$ cat src/rtl/irq_entry_sequencer.sv
// irq_entry_sequencer
// CPU-side interrupt entry sequencer. It accepts a prioritised request at an
// instruction boundary, acknowledges it, stacks the return context, fetches
// the 16-bit handler vector and hands the new PC/SP/I-level to the core.
// The bus is owned and the core stalled while busy is high.
//
// Build option:
//   IRQ_CB_PUSH_EN - maximum-mode stacking: CB is pushed first, 4 bytes total.
//                    Left undefined, the PUSH_CB state does not exist and
//                    3 bytes are stacked.
//
// state     | meaning
// ----------+-----------------------------------------------------------
// IDLE      | waiting for an unmasked request at an instruction boundary
// ACK       | cpu_iack asserted, vector byte latched from bus_data_in
// PUSH_CB   | push code bank (IRQ_CB_PUSH_EN builds only)
// PUSH_PCH  | push return PC high byte
// PUSH_PCL  | push return PC low byte
// PUSH_SC   | push status register captured at acceptance
// VEC_LO    | read handler address low byte from vector table
// VEC_HI    | read handler address high byte from vector table
// DONE      | one-cycle done pulse; core loads new_pc/new_sp/new_i_level

module irq_entry_sequencer #(
  parameter logic [7:0] STACK_BANK  = 8'h00,
  parameter logic [7:0] VECTOR_BANK = 8'h00
) (
  input  logic        clk,
  input  logic        reset,
  input  logic        clk_ce,
  input  logic [3:0]  cpu_irq,
  input  logic [1:0]  irq_mask,
  input  logic        instr_boundary,
  input  logic [15:0] pc,
  input  logic [7:0]  cb,
  input  logic [7:0]  sc,
  input  logic [15:0] sp,
  input  logic [7:0]  bus_data_in,
  output logic        busy,
  output logic        cpu_iack,
  output logic        bus_read,
  output logic        bus_write,
  output logic [23:0] bus_address_out,
  output logic [7:0]  bus_data_out,
  output logic [15:0] new_pc,
  output logic [15:0] new_sp,
  output logic [1:0]  new_i_level,
  output logic        done
);

  typedef enum logic [3:0] {
    S_IDLE     = 4'd0,
    S_ACK      = 4'd1,
    S_PUSH_PCH = 4'd3,
    S_PUSH_PCL = 4'd4,
    S_PUSH_SC  = 4'd5,
    S_VEC_LO   = 4'd6,
    S_VEC_HI   = 4'd7,
    S_DONE     = 4'd8
`ifdef IRQ_CB_PUSH_EN
    , S_PUSH_CB = 4'd2
`endif
  } state_t;

  state_t      state;
  state_t      state_nxt;

  logic [1:0]  req_level;
  logic        accept;

  logic [15:0] pc_q;
  logic [7:0]  sc_q;
  logic [15:0] sp_q;
  logic [1:0]  lvl_q;
  logic [7:0]  vec_q;
  logic [15:0] new_pc_q;
  logic [15:0] new_sp_q;
  logic [1:0]  new_lvl_q;

  logic [15:0] sp_dec;
  logic [7:0]  vec_inc;

`ifdef IRQ_CB_PUSH_EN
  logic [7:0]  cb_q;
  logic        unused_inputs;
  assign unused_inputs = cpu_irq[0];
`else
  // CB is only stacked in maximum mode; bit 0 of the request is never a level.
  logic        unused_inputs;
  assign unused_inputs = ^{cb, cpu_irq[0]};
`endif

  // Highest pending level wins; level 0 means no request.
  always_comb begin
    req_level = 2'd0;
    if (cpu_irq[3])      req_level = 2'd3;
    else if (cpu_irq[2]) req_level = 2'd2;
    else if (cpu_irq[1]) req_level = 2'd1;
  end

  // Only strictly higher levels than the current mask interrupt the core.
  assign accept  = instr_boundary && (req_level != 2'd0) && (req_level > irq_mask);

  // Stack pointer is pre-decremented for every push; vector high byte stays in the page.
  assign sp_dec  = sp_q - 16'd1;
  assign vec_inc = vec_q + 8'd1;

  // State register, advancing only on enabled cycles.
  always_ff @(posedge clk or posedge reset) begin
    if (reset) state <= S_IDLE;
    else if (clk_ce) state <= state_nxt;
  end

  // Next-state sequencing; every state lasts exactly one enabled cycle.
  always_comb begin
    state_nxt = state;
    case (state)
      S_IDLE:     if (accept) state_nxt = S_ACK;
`ifdef IRQ_CB_PUSH_EN
      S_ACK:      state_nxt = S_PUSH_CB;
      S_PUSH_CB:  state_nxt = S_PUSH_PCH;
`else
      S_ACK:      state_nxt = S_PUSH_PCH;
`endif
      S_PUSH_PCH: state_nxt = S_PUSH_PCL;
      S_PUSH_PCL: state_nxt = S_PUSH_SC;
      S_PUSH_SC:  state_nxt = S_VEC_LO;
      S_VEC_LO:   state_nxt = S_VEC_HI;
      S_VEC_HI:   state_nxt = S_DONE;
      S_DONE:     state_nxt = S_IDLE;
      default:    state_nxt = S_IDLE;
    endcase
  end

  // Context capture, stack pointer tracking and vector assembly.
  always_ff @(posedge clk or posedge reset) begin
    if (reset) begin
      pc_q      <= 16'h0000;
      sc_q      <= 8'h00;
      sp_q      <= 16'h0000;
      lvl_q     <= 2'd0;
      vec_q     <= 8'h00;
      new_pc_q  <= 16'h0000;
      new_sp_q  <= 16'h0000;
      new_lvl_q <= 2'd0;
`ifdef IRQ_CB_PUSH_EN
      cb_q      <= 8'h00;
`endif
    end else if (clk_ce) begin
      case (state)
        S_IDLE: begin
          if (accept) begin
            pc_q  <= pc;
            sc_q  <= sc;
            sp_q  <= sp;
            lvl_q <= req_level;
`ifdef IRQ_CB_PUSH_EN
            cb_q  <= cb;
`endif
          end
        end
        // Vector table entries are word aligned, so bit 0 is dropped.
        S_ACK:      vec_q <= {bus_data_in[7:1], 1'b0};
`ifdef IRQ_CB_PUSH_EN
        S_PUSH_CB:  sp_q <= sp_dec;
`endif
        S_PUSH_PCH: sp_q <= sp_dec;
        S_PUSH_PCL: sp_q <= sp_dec;
        S_PUSH_SC:  sp_q <= sp_dec;
        S_VEC_LO:   new_pc_q[7:0] <= bus_data_in;
        S_VEC_HI: begin
          new_pc_q[15:8] <= bus_data_in;
          new_sp_q       <= sp_q;
          new_lvl_q      <= lvl_q;
        end
        default: ;
      endcase
    end
  end

  // Bus strobes, address and write data decoded from the current state.
  always_comb begin
    busy            = (state != S_IDLE);
    cpu_iack        = 1'b0;
    bus_read        = 1'b0;
    bus_write       = 1'b0;
    bus_address_out = 24'h000000;
    bus_data_out    = 8'h00;
    done            = 1'b0;
    case (state)
      S_ACK: cpu_iack = 1'b1;
`ifdef IRQ_CB_PUSH_EN
      S_PUSH_CB: begin
        bus_write       = 1'b1;
        bus_address_out = {STACK_BANK, sp_dec};
        bus_data_out    = cb_q;
      end
`endif
      S_PUSH_PCH: begin
        bus_write       = 1'b1;
        bus_address_out = {STACK_BANK, sp_dec};
        bus_data_out    = pc_q[15:8];
      end
      S_PUSH_PCL: begin
        bus_write       = 1'b1;
        bus_address_out = {STACK_BANK, sp_dec};
        bus_data_out    = pc_q[7:0];
      end
      S_PUSH_SC: begin
        bus_write       = 1'b1;
        bus_address_out = {STACK_BANK, sp_dec};
        bus_data_out    = sc_q;
      end
      S_VEC_LO: begin
        bus_read        = 1'b1;
        bus_address_out = {VECTOR_BANK, 8'h00, vec_q};
      end
      S_VEC_HI: begin
        bus_read        = 1'b1;
        bus_address_out = {VECTOR_BANK, 8'h00, vec_inc};
      end
      S_DONE: done = 1'b1;
      default: ;
    endcase
  end

  assign new_pc      = new_pc_q;
  assign new_sp      = new_sp_q;
  assign new_i_level = new_lvl_q;

endmodule
$ cat config.mk
export PLATFORM = sky130hd
export DESIGN_NAME = irq_entry_sequencer
export DESIGN_NICKNAME = d
export VERILOG_FILES = /design/src/rtl/irq_entry_sequencer.sv
export SDC_FILE = /design/constraint.sdc
export NUM_CORES = 1
export LEC_CHECK = 0
export BUFFER_PORTS_ARGS = -buffer_cell sky130_fd_sc_hd__buf_2
export CORE_MARGIN = 8
export CORE_UTILIZATION = 53
export DETAILED_ROUTE_END_ITERATION = 16
export PLACE_DENSITY = 0.85
export SYNTH_ARGS = -nofsm -noshare
export SYNTH_HDL_FRONTEND = slang
export SYNTH_SLANG_ARGS = --single-unit
$ cat constraint.sdc
create_clock -name clk -period 5.7 [get_ports clk]
set_clock_uncertainty 0.2 [all_clocks]
set_input_delay 0.855 -clock clk [delete_from_list [all_inputs] [get_ports clk]]
set_output_delay 0.855 -clock clk [all_outputs]
set_load 0.005 [all_outputs]
==> summary.md <==
| Metric | Value |
|---|---|
| Cell row count | 33 |
| Final Hold Slack | ~0.29 ns |
| Final Hold Vio Count | 0 |
| Max-cap violation count | 0 |
| Register area share after synthesis | 0.5064 |
| Crit-path slowest cell | a21oi_4 |
| First-pass GRT wire length | approximately 17 mm |
| CTS tree | yes |
| Placer Congestion | approximately 0.84 |
| Sequential Power Share | 0.414 |
| Final core occ | 0.6348 |
| Critical path arrival | 2.59 ns |
| Tightest Hold Check Type | flip-flop to flip-flop |
| Internal power | 1.688 mW |
| Hold Crit Depth | 2 |
| Comb power frac | 0.424 |
| Pins Over Slew Limit | 0 |
| NetSw | between 1 and 1.5 mW |
| Layout cells sized above 1 | 0.3354 |
| Largest stage delay on the critical path | 0.81 ns |
| Most common cell after layout, fill and taps aside | buf_2 |
| CP cell instances | nor4bb_2 -> a21oi_4 -> inv_2 -> buf_2 |
| CTS Buf Count | 9 |
| R2R depth | 6 |
| Actual slew at the worst max-slew pin | 1.094 ns |
| CTS root buf | clkbuf_8 |
| CP Launch Type | flip-flop |
| Slew HR | 0.2699 |
| Post-route ant nets | 0 |
| Max H-tree Level | 3 |
| Worst path bufs/invs | 2 |
| Die H | roughly 110 µm |
| Critical register-to-register path startpoint | state[0] |
| Total track usage | 0.1881 |
| Filler Cell Count | roughly 660 |
| EDFF count, synth | 0 |
| DIE WIDTH | 106.1 µm |
| Worst setup EP type | output port |
| Critical path peak fanout | 42 |
| PD cells | 540.6 nW/µm² |
| Setup Fix Bufs, Post-CTS | 0 |
| Most frequent cells in the layout | buf_2, dfrtp_1, mux2_1, nor2_1, nand2_1 |
| Initial antenna violation count | 0 |
| Cell Area, Synth | around 4300 µm² |
| Most used DFF post-synth | dfrtp_1 |
| Top Ports | about 140 |
| Clock power frac | 0.163 |
| Hold-fix buffers at CTS | 0 |
| IO Port Bufs | roughly 120 |
| Clk_lat worst skew | between 0.3 and 0.4 ns |
| Initial Utilization | 0.5340 |
| Core Area | around 8100 µm² |
| Peak supply drop | approximately 0.30 mV |
| #FFs+latches synth | 87 |
| Vias/cell | 5.633 |
| Drt pass-1 iters | 5 |
| TritonCTS sink count | 87 |
| Crit Path Class | flip-flop to output port |
| Clock buffer depth | 2 |
| Tmin final | ~3.6 ns |
| HP Start | new_sp[0] |
| Post-route insts no fill | around 590 |
| Drt wl/cell | 17.43 µm |
| Worst reg-to-reg setup slack | roughly 2.2 ns |
| Run status | completed |
| Area grow syn2layout | 18.89% |
| Peak Freq | between 200 and 300 MHz |
| Post-CTS resize count | 0 |
| Diode count | 0 |
| Post-Syn Instances | roughly 380 |
| Via count | between 3k and 4k |
| Total routed wirelength | ~10 mm |
| Setup TNS | 0 ns |
| DP Wirelength | approximately 7.6 mm |
| Vias in the first global route | 3461 |
| Number of remaining DRC errors | 0 |
| Worst path top cell family by delay | compound AO/OA/AOI/OAI gates |
| Pin count of the biggest net entering global routing | a little under 90 |
| Fin crit share | 0.6397 |
| Final Setup Violations | 0 |
| Synth warnings | 0 |
| Worst r2r dst | sp_q[5] |
| Post-Place Cells | approximately 580 |
| WHS Endpoint | new_sp[0] |
| Req. time, crit path | about 4.6 ns |
| Sw frac | 0.3890 |
| Yosys cell types | 54 |
| Ys async rst share | 1.000 |
| Leak | 2.521 nW |
| Fin nets | 554 |
| Die area | 11250 µm² |
| Overflow after GRT | 0 |
| Synth Area per Inst | 11.46 µm² |
| Drt first-iter violations | between 200 and 250 |
| RSZ-0062 raised after global routing | no |
| Clock Pin Slew Worst Setup and Hold Paths | 0.09 ns |
==> per-layer routing <==
| metal | share of wire | global-route usage | vias up |
|---|---|---|---|
| li1 | - | - | 1537 |
| met1 | 0.41 | 0.2299 | 1686 |
| met2 | 0.51 | 0.3168 | 109 |
| met3 | 0.057 | 0.04961 | 14 |
| met4 | 0.015 | 0.06131 | 0 |
| met5 | 0 | 0 | - |
==> power by group through the flow <==
stage,Sequential (mW),Combinational (mW),Clock [mW]
3_3_place_gp,1.12,1.14,0
4_1_cts,1.14,1.19,0.456
3_5_place_dp,1.15,1.19,0
2_1_floorplan,1.08,0.800,0
6_report,1.14,1.17,0.449
5_1_grt,1.18,1.30,0.485
==> worst reg2reg max path, stage by stage, from the launching register on <==
cell and delay, ns:
dfrtp_1 0.50, nor4bb_2 0.25, a21oi_4 0.81, inv_2 0.41, a2bb2oi_2 0.93, nor2_1 0.13
o22a_1 0.21
==> synth_stat cells, types with 7 or more instances <==
cell       n  area, µm²
mux2_1    56      630.6
dfrtp_1   87       2177
buf_2      9      45.04
nor2_1    29      108.9
a21oi_1   14      70.07
nand2_1   19      71.32
buf_4      8      60.06
a222oi_1   8      80.08
xnor2_1   10      87.58
mux2_2     7      78.83
inv_1     16      60.06
clkbuf_1   9      33.78
o21ai_1   17      85.08
==> worst max path at each step <==
stage | startpoint | to | slack (ns) | cells after the start
2_1_floorplan | reset | lvl_q[0] | 2.39 | 1
3_3_place_gp | cpu_irq[3] | sp_q[5] | 2.13 | 8
3_5_place_dp | cpu_irq[3] | sp_q[5] | 2.07 | 8
4_1_cts | state[0] | bus_write | 2.08 | 4
5_1_grt | state[0] | bus_write | 1.86 | 4
6_report | state[0] | bus_write | 2.05 | 4
==> stage by stage <==
step / worst slack (ns) / cell area [µm²] / total power [mW]
floorplan: 2.395 / 4325 / 1.881
global placement: 2.127 / 4906 / 2.266
detailed placement: 2.074 / 4906 / 2.341
CTS: 2.077 / 5111 / 2.789
global route: 1.859 / 5111 / 2.969
finish: 2.054 / 5111 / 2.763
==> state kept, by name, indices dropped and copies added, names as in the netlist <==
| signal | cells |
|---|---|
| pc_q | 16 |
| new_sp | 16 |
| new_pc | 16 |
| state | 4 |
| sc_q | 8 |
| lvl_q | 2 |
| new_i_level | 2 |
| vec_q | 7 |
| sp_q | 16 |
==> final cells by class <==
type | count | area (µm²) | area share
Inverter | 18 | 68.82 | 0.01346
Sequential cell | 87 | 2177 | 0.4259
Clock inverter | 4 | 53.80 | 0.01053
Clock buffer | 11 | 151.4 | 0.02962
Timing Repair Buffer | 122 | 618.1 | 0.1209
Multi-Input combinational cell | 247 | 1911 | 0.3738
Tap cell | 105 | 131.4 | 0.02570
==> cells by family after synthesis <==
family,Yosys count,share of synthesized area
other cells,1,0.0008723
mux,64,0.1673
buf+inv,48,0.05850
simple gates,81,0.1039
flops,87,0.5064
fa+ha+maj,3,0.008732
xor+xnor,14,0.02852
compound gates,77,0.1257
(Power assumes the default switching activity.)
